### config.mk
export PLATFORM = sky130hd
export DESIGN_NAME = ez8_host_ctrl
export DESIGN_NICKNAME = d
export VERILOG_FILES = /design/src/rtl/ez8_pkg.sv /design/src/rtl/ez8_host_ctrl.sv
export SDC_FILE = /design/constraint.sdc
export NUM_CORES = 1
export LEC_CHECK = 0
export BUFFER_PORTS_ARGS = -buffer_cell sky130_fd_sc_hd__buf_2
export CAP_MARGIN = 20
export CORE_MARGIN = 5
export CORE_UTILIZATION = 56
export DETAILED_ROUTE_END_ITERATION = 10
export MAX_ROUTING_LAYER = met4
export PLACE_DENSITY = 0.79
export SYNTH_ARGS = -nofsm -noshare
export SYNTH_HDL_FRONTEND = slang
export SYNTH_SLANG_ARGS = --single-unit
### constraint.sdc
create_clock -name clk -period 2.3 [get_ports clk]
set_input_delay 0.46 -clock clk [delete_from_list [all_inputs] [get_ports clk]]
set_output_delay 0.46 -clock clk [all_outputs]
set_load 0.005 [all_outputs]
### src/rtl/ez8_pkg.sv
// Shared command codes, status bit positions and FSM states for the ez8 host sequencer.
package ez8_pkg;

    localparam logic [7:0] CMD_LOAD = 8'h01;
    localparam logic [7:0] CMD_RUN  = 8'h02;
    localparam logic [7:0] CMD_HALT = 8'h03;

    localparam int unsigned ST_DONE = 0;
    localparam int unsigned ST_ERR  = 1;
    localparam int unsigned ST_HALT = 2;

    typedef enum logic [3:0] {
        IDLE,
        LEN_HI,
        LEN_LO,
        DATA_HI,
        DATA_LO,
        RST,
        RUN,
        RESP0,
        RESP1
    } state_e;

    function automatic logic [7:0] mk_status(input logic halt, input logic err);
        logic [7:0] s;
        s          = '0;
        s[ST_DONE] = 1'b1;
        s[ST_ERR]  = err;
        s[ST_HALT] = halt;
        return s;
    endfunction

endpackage

### src/rtl/ez8_host_ctrl.sv
// Host-side sequencer for the ez8 CPU: loads program words, runs the CPU under a watchdog
// and returns a two-byte status response. All outputs are registered.
module ez8_host_ctrl
    import ez8_pkg::*;
#(
    parameter int unsigned ADDR_W      = 12,
    parameter int unsigned DATA_W      = 16,
    parameter int unsigned TIMEOUT_W   = 24,
    parameter int unsigned RUN_TIMEOUT = 0
) (
    input  logic              clk,
    input  logic              reset,
    input  logic              in_valid,
    input  logic [7:0]        in_data,
    output logic              in_ready,
    output logic              resp_valid,
    output logic [7:0]        resp_data,
    input  logic              resp_ready,
    output logic              cpu_reset,
    output logic              cpu_pause,
    output logic [ADDR_W-1:0] instr_writeaddr,
    output logic [DATA_W-1:0] instr_writedata,
    output logic              instr_write_en,
    input  logic              cpu_stopped,
    input  logic              cpu_error,
    input  logic [7:0]        cpu_accum,
    output logic              busy
);

    state_e                 state_q, state_d;
    logic [7:0]             len_hi_q, len_hi_d;
    logic [ADDR_W-1:0]      last_q, last_d;
    logic [ADDR_W-1:0]      cnt_q, cnt_d;
    logic [7:0]             hi_q, hi_d;
    logic                   rst_cnt_q, rst_cnt_d;
    logic [TIMEOUT_W-1:0]   wd_q, wd_d;
    logic [7:0]             acc_q, acc_d;

    logic                   in_ready_q, in_ready_d;
    logic                   resp_valid_q, resp_valid_d;
    logic [7:0]             resp_data_q, resp_data_d;
    logic                   cpu_reset_q, cpu_reset_d;
    logic                   cpu_pause_q, cpu_pause_d;
    logic [ADDR_W-1:0]      wr_addr_q, wr_addr_d;
    logic [DATA_W-1:0]      wr_data_q, wr_data_d;
    logic                   wr_en_q, wr_en_d;
    logic                   busy_q, busy_d;

    logic                   accept;
    logic                   resp_hs;
    logic                   halt_hit;
    logic                   timeout_hit;

    assign accept      = in_valid && in_ready_q;
    assign resp_hs     = resp_valid_q && resp_ready;
    assign halt_hit    = accept && (in_data == CMD_HALT);
    assign timeout_hit = (RUN_TIMEOUT != 0) && (wd_q == TIMEOUT_W'(RUN_TIMEOUT - 1));

    always_comb begin
        state_d     = state_q;
        len_hi_d    = len_hi_q;
        last_d      = last_q;
        cnt_d       = cnt_q;
        hi_d        = hi_q;
        rst_cnt_d   = rst_cnt_q;
        wd_d        = wd_q;
        acc_d       = acc_q;
        resp_data_d = resp_data_q;
        wr_en_d     = 1'b0;
        wr_addr_d   = wr_addr_q;
        wr_data_d   = wr_data_q;

        unique case (state_q)
            IDLE: begin
                if (accept) begin
                    if (in_data == CMD_LOAD) begin
                        state_d = LEN_HI;
                    end else if (in_data == CMD_RUN) begin
                        state_d   = RST;
                        rst_cnt_d = 1'b0;
                        wd_d      = '0;
                    end
                end
            end
            LEN_HI: begin
                if (accept) begin
                    len_hi_d = in_data;
                    state_d  = LEN_LO;
                end
            end
            LEN_LO: begin
                // A zero length wraps to the all-ones last index, i.e. the full memory.
                if (accept) begin
                    last_d  = ADDR_W'({len_hi_q, in_data}) - 1'b1;
                    cnt_d   = '0;
                    state_d = DATA_HI;
                end
            end
            DATA_HI: begin
                if (accept) begin
                    hi_d    = in_data;
                    state_d = DATA_LO;
                end
            end
            DATA_LO: begin
                if (accept) begin
                    wr_en_d   = 1'b1;
                    wr_addr_d = cnt_q;
                    wr_data_d = DATA_W'({hi_q, in_data});
                    if (cnt_q == last_q) begin
                        state_d = IDLE;
                    end else begin
                        cnt_d   = cnt_q + 1'b1;
                        state_d = DATA_HI;
                    end
                end
            end
            RST: begin
                if (rst_cnt_q) state_d = RUN;
                else           rst_cnt_d = 1'b1;
            end
            RUN: begin
                wd_d = wd_q + 1'b1;
                if (cpu_stopped || cpu_error) begin
                    state_d     = RESP0;
                    resp_data_d = mk_status(1'b0, cpu_error);
                    acc_d       = cpu_accum;
                end else if (halt_hit) begin
                    state_d     = RESP0;
                    resp_data_d = mk_status(1'b1, 1'b0);
                    acc_d       = cpu_accum;
                end else if (timeout_hit) begin
                    state_d     = RESP0;
                    resp_data_d = mk_status(1'b1, 1'b1);
                    acc_d       = cpu_accum;
                end
            end
            RESP0: begin
                if (resp_hs) begin
                    state_d     = RESP1;
                    resp_data_d = acc_q;
                end
            end
            RESP1: begin
                if (resp_hs) state_d = IDLE;
            end
            default: state_d = IDLE;
        endcase

        // Registered outputs are derived from the next state so they line up with it.
        in_ready_d   = !(state_d inside {RST, RESP0, RESP1});
        resp_valid_d = (state_d inside {RESP0, RESP1});
        cpu_reset_d  = (state_d == RST);
        cpu_pause_d  = (state_d != RUN);
        busy_d       = (state_d != IDLE);
    end

    always_ff @(posedge clk) begin
        if (reset) begin
            state_q      <= IDLE;
            len_hi_q     <= '0;
            last_q       <= '0;
            cnt_q        <= '0;
            hi_q         <= '0;
            rst_cnt_q    <= 1'b0;
            wd_q         <= '0;
            acc_q        <= '0;
            in_ready_q   <= 1'b1;
            resp_valid_q <= 1'b0;
            resp_data_q  <= '0;
            cpu_reset_q  <= 1'b0;
            cpu_pause_q  <= 1'b1;
            wr_addr_q    <= '0;
            wr_data_q    <= '0;
            wr_en_q      <= 1'b0;
            busy_q       <= 1'b0;
        end else begin
            state_q      <= state_d;
            len_hi_q     <= len_hi_d;
            last_q       <= last_d;
            cnt_q        <= cnt_d;
            hi_q         <= hi_d;
            rst_cnt_q    <= rst_cnt_d;
            wd_q         <= wd_d;
            acc_q        <= acc_d;
            in_ready_q   <= in_ready_d;
            resp_valid_q <= resp_valid_d;
            resp_data_q  <= resp_data_d;
            cpu_reset_q  <= cpu_reset_d;
            cpu_pause_q  <= cpu_pause_d;
            wr_addr_q    <= wr_addr_d;
            wr_data_q    <= wr_data_d;
            wr_en_q      <= wr_en_d;
            busy_q       <= busy_d;
        end
    end

    assign in_ready        = in_ready_q;
    assign resp_valid      = resp_valid_q;
    assign resp_data       = resp_data_q;
    assign cpu_reset       = cpu_reset_q;
    assign cpu_pause       = cpu_pause_q;
    assign instr_writeaddr = wr_addr_q;
    assign instr_writedata = wr_data_q;
    assign instr_write_en  = wr_en_q;
    assign busy            = busy_q;

endmodule

# After elaboration in Yosys (flattened, before gate mapping)
# Index checks and enable logic that the tools add are counted.
# Widths: inputs -> output; s select.
# word_totals
reg_bits,91
inputBits,22
output_inout_bits,42
elab_cells,94
# op_classes
addsub,2
eq_ne,24
muxes,29
bitwise_logic,1
n_reduce_logical,22
# op_table
op,n
$mux 4,12
$mux 8,5
$mux 12,3
$pmux 4 s9,1
$eq 4x3->1 const B,6
$pmux 12 s2,1
$eq 8x2->1 const B,2
$pmux 8 s2,1
$ne 2x2->1 const B,7
$add 12x1->12 const B,1
$eq 12x12->1,1
$sub 12x1->12 const B,1
$reduce_and 2->1,5
$reduce_bool 2->1,5
$eq 4x2->1 const B,2
$eq 4x4->1 const B,2
$eq 8x1->1 const B,1
$reduce_and 4->1,2
$eq 4x1->1 const B,1
$logic_not 4->1,1
$mux 1,4
$ne 4x3->1 const B,1
$reduce_bool 4->1,1
$logic_and 1x1->1,3
9 further kinds,9

# Logic depth before layout (Yosys ltp)
# Gate-level depths: netlist of the first run.
# logic_depth
ltp_word,8
depth_mapped,8
depth_no_buf,7

# Worst setup path before layout of the first run
# Ideal clock, no wire load.
# synth_timing
path_type,input-to-reg
start,input in_data[2]
end,register busy_q (netlist: busy)
setup_ns,0.074
arrival_ns,2.052
t_required_ns,2.226
setup_slack_ns,0.174
stages,8
n_path_buf,2
cell_sequence,buf_6 -> or4_4 -> nor4_4 -> o311a_1 -> buf_6 -> a311oi_2 -> and2_4 -> a31oi_4
# synth_between
elab_chain_len,6
word_cells_on_any_way,11
cone_classes,eq/ne: 3; mux: 6; reduce/logical: 2
# synth_lines
element,line_no,rtl
from (decl),ez8_host_ctrl.sv:14,"input logic [7:0] in_data,"
"$eq 8x2->1, on equally long branches","ez8_host_ctrl.sv:78, ez8_host_ctrl.sv:56",
$mux 4 or $logic_and 1x1->1 (tied branches),"ez8_host_ctrl.sv:78, ez8_host_ctrl.sv:56",
"$mux 4, on equally long branches","ez8_host_ctrl.sv:76, ez8_host_ctrl.sv:128",
"$mux 4, on equally long branches","ez8_host_ctrl.sv:75, ez8_host_ctrl.sv:124",
$pmux 4 s9 *,ez8_host_ctrl.sv:73,unique case (state_q)
$reduce_bool 4->1 *,ez8_host_ctrl.sv:155,busy_d = (state_d != IDLE);
to (signal assigned),ez8_host_ctrl.sv:194,busy_q <= busy_d;
to (decl),ez8_host_ctrl.sv:47,"logic busy_q, busy_d;"
# Every way passes the cells marked *; elsewhere a longest branch is shown, timed or not.
# A chain may end at the register's enable or synchronous reset.

# Worst setup path in the final report of the first run
# layout_timing
start,register cnt_q[3]
end,register cpu_reset_q (netlist: cpu_reset)
# layout_between
elab_chain_len,5
# layout_lines
element,line_no,rtl
from (decl),ez8_host_ctrl.sv:33,"logic [ADDR_W-1:0] cnt_q, cnt_d;"
from (signal assigned),ez8_host_ctrl.sv:181,cnt_q <= cnt_d;
$eq 12x12->1,ez8_host_ctrl.sv:110,if (cnt_q == last_q) begin
$mux 2,ez8_host_ctrl.sv:110,
$mux 4,ez8_host_ctrl.sv:106,if (accept) begin
$pmux 4 s9,ez8_host_ctrl.sv:73,
$eq 4x3->1,ez8_host_ctrl.sv:153,cpu_reset_d = (state_d == RST);
to (signal assigned),ez8_host_ctrl.sv:189,cpu_reset_q <= cpu_reset_d;
to (decl),ez8_host_ctrl.sv:42,"logic cpu_reset_q, cpu_reset_d;"
# No other way between the ends.

==> results of run 1 <==
-- area by class of cell --
type | instances | area, sq um | share of cell area [%]
well taps | 96 | 120 | 2.58
repair buffers | 85 | 493 | 10.6
clock inverters | 6 | 63.8 | 1.37
clock buffers | 10 | 138 | 2.96
multi-input cells | 344 | 1990 | 42.8
inverters | 7 | 26.3 | 0.565
flip-flops and latches | 91 | 1820 | 39.1
-- worst max-delay path: stages, from the launching register on --
cell and delay (ns):
dfxtp_1 0.48, xnor2_1 0.17, nand4_1 0.20, o31ai_1 0.34
a21boi_1 0.42, and2_1 0.28, and3_1 0.18
-- Yosys cell counts, types with 2 or more instances --
cell type	instances	area share, %
nor4_2	2	0.63
nand2_1	100	9.4
xnor2_1	25	5.5
nor3_2	6	1.5
nor3_1	7	0.88
o21ai_1	2	0.25
or2_2	3	0.47
nand3b_1	2	0.38
xor2_1	4	0.88
a21oi_1	53	6.7
nor2_1	50	4.7
ha_1	5	1.6
nand4_1	3	0.47
a211oi_1	11	2.1
nand3_1	18	2.3
or3_1	2	0.31
nor2b_1	4	0.63
a311oi_1	3	0.66
nor4b_1	2	0.44
o21ai_0	3	0.38
and3_1	5	0.79
dfxtp_1	91	46
mux2i_1	12	3.0
buf_2	4	0.50
clkbuf_1	20	1.9
o31ai_1	2	0.38
inv_1	7	0.66
buf_6	4	1.1
-- where the power goes --
group	internal [mW]	switching (mW)
sequential	1.57	0.000506
clock	0.532	0.574
combinational	0.0359	0.0701
total	2.14	0.644
-- registers in the layout, indices dropped and copies added, names as in the netlist, 8 cells and up --
register         flops
acc_q                8
last_q              12
cnt_q               12
resp_data            8
instr_writeaddr     12
instr_writedata     16
hi_q                 8
-- worst min-delay path by stage --
stage | cells past startpoint | endpoint
after floorplan | 2 | instr_writedata[10]$_SDFFE_PP0P_
after global placement | 2 | resp_data[6]$_SDFFE_PP0P_
after detailed placement | 2 | resp_data[3]$_SDFFE_PP0P_
after CTS | 3 | acc_q[0]$_SDFFE_PP0P_
after global routing | 3 | acc_q[7]$_SDFFE_PP0P_
final | 3 | acc_q[0]$_SDFFE_PP0P_
-- cells by family (layout without fill, tap and decap cells) --
logic type / Yosys count / count (layout)
buffers and inverters: 35 / 108
AND/OR/NAND/NOR: 213 / 213
multiplexers: 12 / 12
adder cells (fa/ha/maj): 5 / 5
flip-flops: 91 / 91
XOR/XNOR: 29 / 29
AO/OA/AOI/OAI: 85 / 85
-- layer usage --
layer,vias up,wire (um)
li1,1733,-
met1,1607,4130
met2,83,4260
met3,19,475
met4,0,176
met5,-,0
==> run summary, run 1 <==
- 0 — number of violations of the max-capacitance limit
- 2.11 ns — Final Critical Period
- cpu_reset$_SDFF_PP0_ — destination of the worst register-to-register timing path
- cpu_accum[0] — Hold Crit Start
- 67.8% — Util after Layout
- 0.36 ns — insertion delay to the later sink of the worst-skew pair
- 2.60 ns — WP data required
- 0.527 ns — pin slew with the least headroom to its limit
- 21.8% — global router's overall resource usage
- 3 — count of H-tree levels built during CTS
- 0.00398 sq mm — Post-Syn Area
- 100 x nand2_1, 91 x dfxtp_1, 63 x buf_2 — commonest non-fill, non-tap cells in the layout
- no — RSZ-0062 raised after global routing
- 2.41 ns — CP Data Arrival Time
- 0 — antenna fix cells
- 6590 um — post-DP HPWL
- 623 — number of cells in the design after placement
- 14800 um — wire length of the first global-routing pass
- 0 — number of max-slew violations in the final report
- 64 — number of ports placed on the die boundary
- simple AND/OR/NAND/NOR gates — main combinational cell family by area after synthesis
- flop — endpoint kind of the worst setup timing path
- cnt_q[3]$_SDFFE_PP0P_ — r2r startpoint
- 94.3 um — die width
- 0 — number of enable flip-flop cells after synthesis
- dfxtp_1 — Top FF cell, synth
- 13.7% — Compound-Gate Fraction of Synth Area
- 0 — final setup violation count
- 57.9% — Initial Util
- 0 ns — post-route setup TNS
- 565 — number of nets in the finished design
- 17.0% — post-synthesis to final-layout area growth
- 0.191 ns — Worst Slack Setup Final
- nand2_1 — leading cell type in the layout, fill and taps excluded
- 45.8% — share of synthesized area occupied by flip-flops and latches
- 26.7% — global routing usage on met1
- 2 — buffers from clock root to sink, at most
- 0.474 GHz — Fmax achieved
- complete, no violations — outcome
- 0 — total congestion overflow
- 0 — PostCTS Resize Cnt
- 4 — detailed-routing iteration count for the pre-antenna-repair pass
- 25.3% — simple-gate share of the synthesized area
- 0 — remaining design rule violation count
- 2.79 mW — Design Power
- 48 — unique cell type count in the Yosys netlist
- 0 — antenna violations before repair
- 14.1 um — WL per Instance
- 0.19 ns — worst setup slack for register-to-register paths
- 6 — FF-to-FF path depth
- 30 — standard-cell rows
- 3442 — vias after detailed routing
- 4.49% — met3 layer usage reported by global route
- 599 mW/mm^2 — power density over cell area
- 3.02% — share of synthesized area spent on multiplexers
- 91 — total of flip-flops plus latches after synthesis
- 0% — share of flip-flops with an asynchronous set or reset
- 0.09 ns — Worst-path clk slew
- 0.00465 sq mm — post-layout instance area
- 0 — Post-DRT Antenna Nets
- 0.00687 sq mm — Core Box Area
- 0 — Yosys warning count
- 91 — Clock Sinks
- 94.3 um — chip height
- 0.538 mV — worst IR drop on VDD
- 9 — number of buffers added by the clock tree synthesis step
- 3166 — vias in the first global route
- reg2reg — class of the most critical setup path
- 0.00445 sq mm — standard cell area after detailed placement
- 9040 um — total detailed-routing wirelength
- cnt_q[3]$_SDFFE_PP0P_ — first element of the critical path
- 63 — I/O Buffers
- flop — kind of start point of the critical path
- 8 — crit path max fanout
- 639 — final std cells w/o fill
- 470 — Gate Count Post-Synth
- 0.00945 ns — post-route clock skew
- 0.152 ns — Setup WS pre-CTS
- 1.57% — post-synthesis share of cell area spent on full adders, half adders and majority gates
- cpu_reset$_SDFF_PP0_ — capturing instance or port of the critical path
- 6.39% — parity-gate share of the synthesized area counting xor and xnor cells
- 91.7% — fin crit share
- 64.9% — max-slew headroom at the worst pin
- clkbuf_8 — Root Buffer
- 580 — fill count
- 0.00889 sq mm — die area
- 34.9% — met2 GRT Util
- 0.325 ns — worst hold slack across all endpoints
- 5.39 — average via count per standard cell
- 22.3% — share of layout cells above drive strength 1
- 187 — starting DRC count in detailed routing
- met2 — most congested layer reported by global routing
- yes — CTS tree
- 1.76 nW — static power due to leakage
- 0 — buffers inserted by post-CTS timing repair
- in2reg — kind of path behind the tightest hold check
- 0.940 — final weighted congestion in routability-driven placement
- 0 — final hold vios
- 29 — maximum number of pins on one net before global-route repair
- 8.46 sq um — post-synthesis average cell area
- 0 — number of hold buffers added after cts
- 497 — Syn Nets
Power figures use the tool's default switching activity.
==> run 2, diff against run 1 <==
==> config.mk (replaced) <==
export PLATFORM = sky130hd
export DESIGN_NAME = ez8_host_ctrl
export DESIGN_NICKNAME = d
export VERILOG_FILES = /design/src/rtl/ez8_pkg.sv /design/src/rtl/ez8_host_ctrl.sv
export SDC_FILE = /design/constraint.sdc
export NUM_CORES = 1
export LEC_CHECK = 0
export ABC_AREA = 1
export CAP_MARGIN = 20
export CORE_MARGIN = 5
export CORE_UTILIZATION = 61
export DETAILED_ROUTE_END_ITERATION = 10
export DONT_BUFFER_PORTS = 1
export MAX_ROUTING_LAYER = met4
export PLACE_DENSITY = 0.77
export SYNTH_ARGS = -nofsm -noshare
export SYNTH_HDL_FRONTEND = slang
export SYNTH_SLANG_ARGS = --single-unit
==> run 2 against run 1 <==
Against the previous run: clock-buffer cell count decreased by 1; clock power decreased by 9%; combinational power decreased by 38%; area after synthesis increased by 5.9%; register-to-register slack improved by 0.38 ns; synthesized cell count increased by 20%; worst hold slack got worse by 0.16 ns; global-route usage increased by 1.5 points; final area decreased by 6.2%; cell count decreased by 0.47%; critical path depth increased by 2; largest cell class unchanged; largest power group unchanged.
==> run summary, run 2 <==
- complete, no violations — outcome
- 0 — final hold vios, unchanged
- clkbuf_8 — Root Buffer
- 0 — antenna violations before repair, unchanged
- 10.6% — share of layout cells above drive strength 1, -12 points
- 91 — Clock Sinks, unchanged
- 3 — count of H-tree levels built during CTS, unchanged
- 597 — fill count, +2.9%
- nand2_1 — cell with the most instances after synthesis
- 0 — Yosys warning count, unchanged
- 562 — Gate Count Post-Synth, +20%
- 26.3% — simple-gate share of the synthesized area, +1.0 points
- 62.3% — Initial Util, +4.4 points
- 1.49% — post-synthesis share of cell area spent on full adders, half adders and majority gates, -0.087 points
- 0.0123 ns — post-route clock skew, +0.00281 ns
- 0 — antenna fix cells, unchanged
- 2.59 ns — WP data required, about the same
- 0.32 ns — slowest stage delay, CP, -0.16 ns
- 16.3% — Compound-Gate Fraction of Synth Area, +2.5 points
- 0% — share of synthesized area spent on multiplexers, -3.0 points
- 73.5% — max-slew headroom at the worst pin, +8.6 points
- 125 x nand2_1, 91 x dfxtp_1, 63 x a21oi_1 — top cells by instance count after synthesis
- flop — endpoint kind of the worst setup timing path
- 4.16% — parity-gate share of the synthesized area counting xor and xnor cells, -2.2 points
- 75.2% — fin crit share, -16 points
- 0 — PostCTS Resize Cnt, unchanged
- 0 — number of violations of the max-capacitance limit, unchanged
- 3.74% — post-synthesis to final-layout area growth
- inv_1 > nand2_2 > nor2_4 > nand2_2 > inv_2 > buf_4 > o21ai_0 > a21oi_1 — series of cell instances along the critical path
- 3276 — vias in the first global route, +3.5%
- reg2reg — class of the most critical setup path
- 93.1 um — die width, -1.3%
- 23.3% — global router's overall resource usage, +1.5 points
- 0% — share of flip-flops with an asynchronous set or reset, unchanged
- 35 — unique cell type count in the Yosys netlist, -27%
- 64 — number of ports placed on the die boundary, unchanged
- 0 — Post-DRT Antenna Nets, unchanged
- in2reg — kind of path behind the tightest hold check
- 5 — detailed-routing iteration count for the pre-antenna-repair pass, +1
- 125 x nand2_1, 91 x dfxtp_1, 63 x a21oi_1 — commonest non-fill, non-tap cells in the layout
- 5.63 — average via count per standard cell, +4.5%
- 0 — remaining design rule violation count, unchanged
- 1.71 nW — static power due to leakage, -3.1%
- 7.49 sq um — post-synthesis average cell area, -11%
- nand2_1 — leading cell type in the layout, fill and taps excluded
- dfxtp_1 — Top FF cell, synth
- nand2_2 — most prevalent standard cell on the critical path
- dfxtp_1 43%, nand2_1 11%, a21oi_1 7.5%, nor2_1 5.1%, o21ai_0 4.0% — Synth area leaders
- 0.163 ns — worst hold slack across all endpoints, -0.162 ns
- 0 — buffers inserted by post-CTS timing repair, unchanged
- 43.3% — area fraction of the dominant cell type after synthesis, -2.5 points
- dfxtp_1 — cell at the slowest stage of the critical path
- 91 — total of flip-flops plus latches after synthesis, unchanged
- 16 — number of flip-flops under the largest register name, unchanged
- 606 mW/mm^2 — power density over cell area, +1.3%
- 47 — maximum number of pins on one net before global-route repair, +62%
- 2 — buffers from clock root to sink, at most, unchanged
- 37 — crit path max fanout, +29
- 15800 um — wire length of the first global-routing pass, +6.3%
- 578 — number of nets in the finished design, +2.3%
- 2.02 ns — CP Data Arrival Time, -0.39 ns
- 200 — starting DRC count in detailed routing, +7.0%
- dfxtp_1 — largest area contributor in the netlist
- 0 — I/O Buffers, -100%
- 0 — total congestion overflow, unchanged
- 0.956 — final weighted congestion in routability-driven placement, +1.7%
- no — RSZ-0062 raised after global routing
- 0.36 ns — insertion delay to the later sink of the worst-skew pair, about the same
- flop — kind of start point of the critical path
- 6850 um — post-DP HPWL, +3.9%
- simple AND/OR/NAND/NOR gates — main combinational cell family by area after synthesis
- 1.73 ns — Final Critical Period, -0.378 ns
- 0 — number of max-slew violations in the final report, unchanged
- 0.10 ns — Worst-path clk slew, about the same
- 8 — FF-to-FF path depth, +2
- 0 ns — post-route setup TNS, unchanged
- 0.398 ns — pin slew with the least headroom to its limit, -0.129 ns
- 15.0 um — WL per Instance, +6.4%
- 43.3% — share of synthesized area occupied by flip-flops and latches, -2.5 points
- yes — CTS tree
- 0.578 GHz — Fmax achieved, +22%
- 9570 um — total detailed-routing wirelength, +5.9%
- 1 — Worst Hold Depth, -2
- 0 — final setup violation count, unchanged
- 589 — Syn Nets, +19%
- 0.00421 sq mm — Post-Syn Area, +5.9%
- 0 — number of enable flip-flop cells after synthesis, unchanged
- 9 — number of buffers added by the clock tree synthesis step, unchanged
- 93.1 um — chip height, -1.3%
- 0.446 mV — worst IR drop on VDD, -17%
- 3580 — vias after detailed routing, +4.0%
- 0.00866 sq mm — die area, -2.5%
- 0.00676 sq mm — Core Box Area, -1.6%
- 0 — number of hold buffers added after cts, unchanged
- 30 — standard-cell rows, unchanged
-- run 2: cell types whose count changed after synthesis, moves of 8 or more --
cell,before,now
inv_1,7,41
o21ai_0,3,34
nand2_1,100,125
xnor2_1,25,9
mux2i_1,12,0
a211oi_1,11,1
a21oi_1,53,63
nand2_2,0,10
nand4_1,3,13
o21ai_1,2,11
clkbuf_1,20,12
inv_2,0,8
-- run 2: logic make-up after synthesis --
logic type	Yosys count
and+or+nand+nor	244
AOI/OAI and AO/OA	126
DFF	91
buffers and inverters	76
xor gates and xnor gates	20
adders and majority gates	5
-- run 2: where the power goes --
part	leakage (nW)	switching, mW	internal, mW
logic	0.884	0.0441	0.0213
registers	0.733	0.00143	1.58
clock network	0.0886	0.597	0.410
total	1.71	0.642	2.01
-- run 2: path summary, 6_finish.rpt --
check | to | slack [ns] | from
max | instr_writedata[7]$_SDFFE_PP0P_ | 0.57 | state_q[0]$_SDFF_PP0_
min | resp_data[6]$_SDFFE_PP0P_ | 0.16 | reset
max reg2reg | instr_writedata[7]$_SDFFE_PP0P_ | 0.57 | state_q[0]$_SDFF_PP0_
min reg2reg | instr_writedata[11]$_SDFFE_PP0P_ | 0.46 | hi_q[3]$_SDFFE_PP0P_
-- run 2: metal layers --
layer | up-vias | wire, um | GRT usage (%)
li1 | 1802 | - | -
met1 | 1646 | 4200 | 29.0
met2 | 119 | 4580 | 37.3
met3 | 13 | 648 | 6.52
met4 | 0 | 137 | 6.59
met5 | - | 0 | -
-- run 2: critical path: cells and delay by family, from the launching register on --
family | cells | cell delay (ns)
and+or+nand+nor | 3 | 0.53
DFF | 1 | 0.32
AOI/OAI and AO/OA | 2 | 0.27
buffers and inverters | 3 | 0.52
-- run 2: through the flow --
| step | utilization [%] | total power [mW] | instances | cell area, sq um | worst slack (ns) |
|---|---|---|---|---|---|
| 2_1_floorplan | - | 1.67 | 562 | 4210 | 0.796 |
| 3_3_place_gp | 62.0 | 1.68 | 620 | 4190 | 0.662 |
| 3_5_place_dp | 62.0 | 1.68 | 620 | 4190 | 0.581 |
| 4_1_cts | 64.6 | 2.67 | 636 | 4370 | 0.580 |
| 5_1_grt | 64.6 | 2.76 | 636 | 4370 | 0.381 |
| 6_report | 64.6 | 2.65 | 636 | 4370 | 0.570 |
-- run 2: final cells by class --
cell class / instances / area [sq um] / area share [%]
Timing Repair Buffer: 5 / 50.0 / 1.15
Clock inverter: 7 / 57.6 / 1.32
Multi-Input combinational cell: 395 / 2030 / 46.5
Tap cell: 80 / 100 / 2.29
Sequential cell: 91 / 1820 / 41.7
Inverter: 49 / 184 / 4.21
Clock buffer: 9 / 124 / 2.84
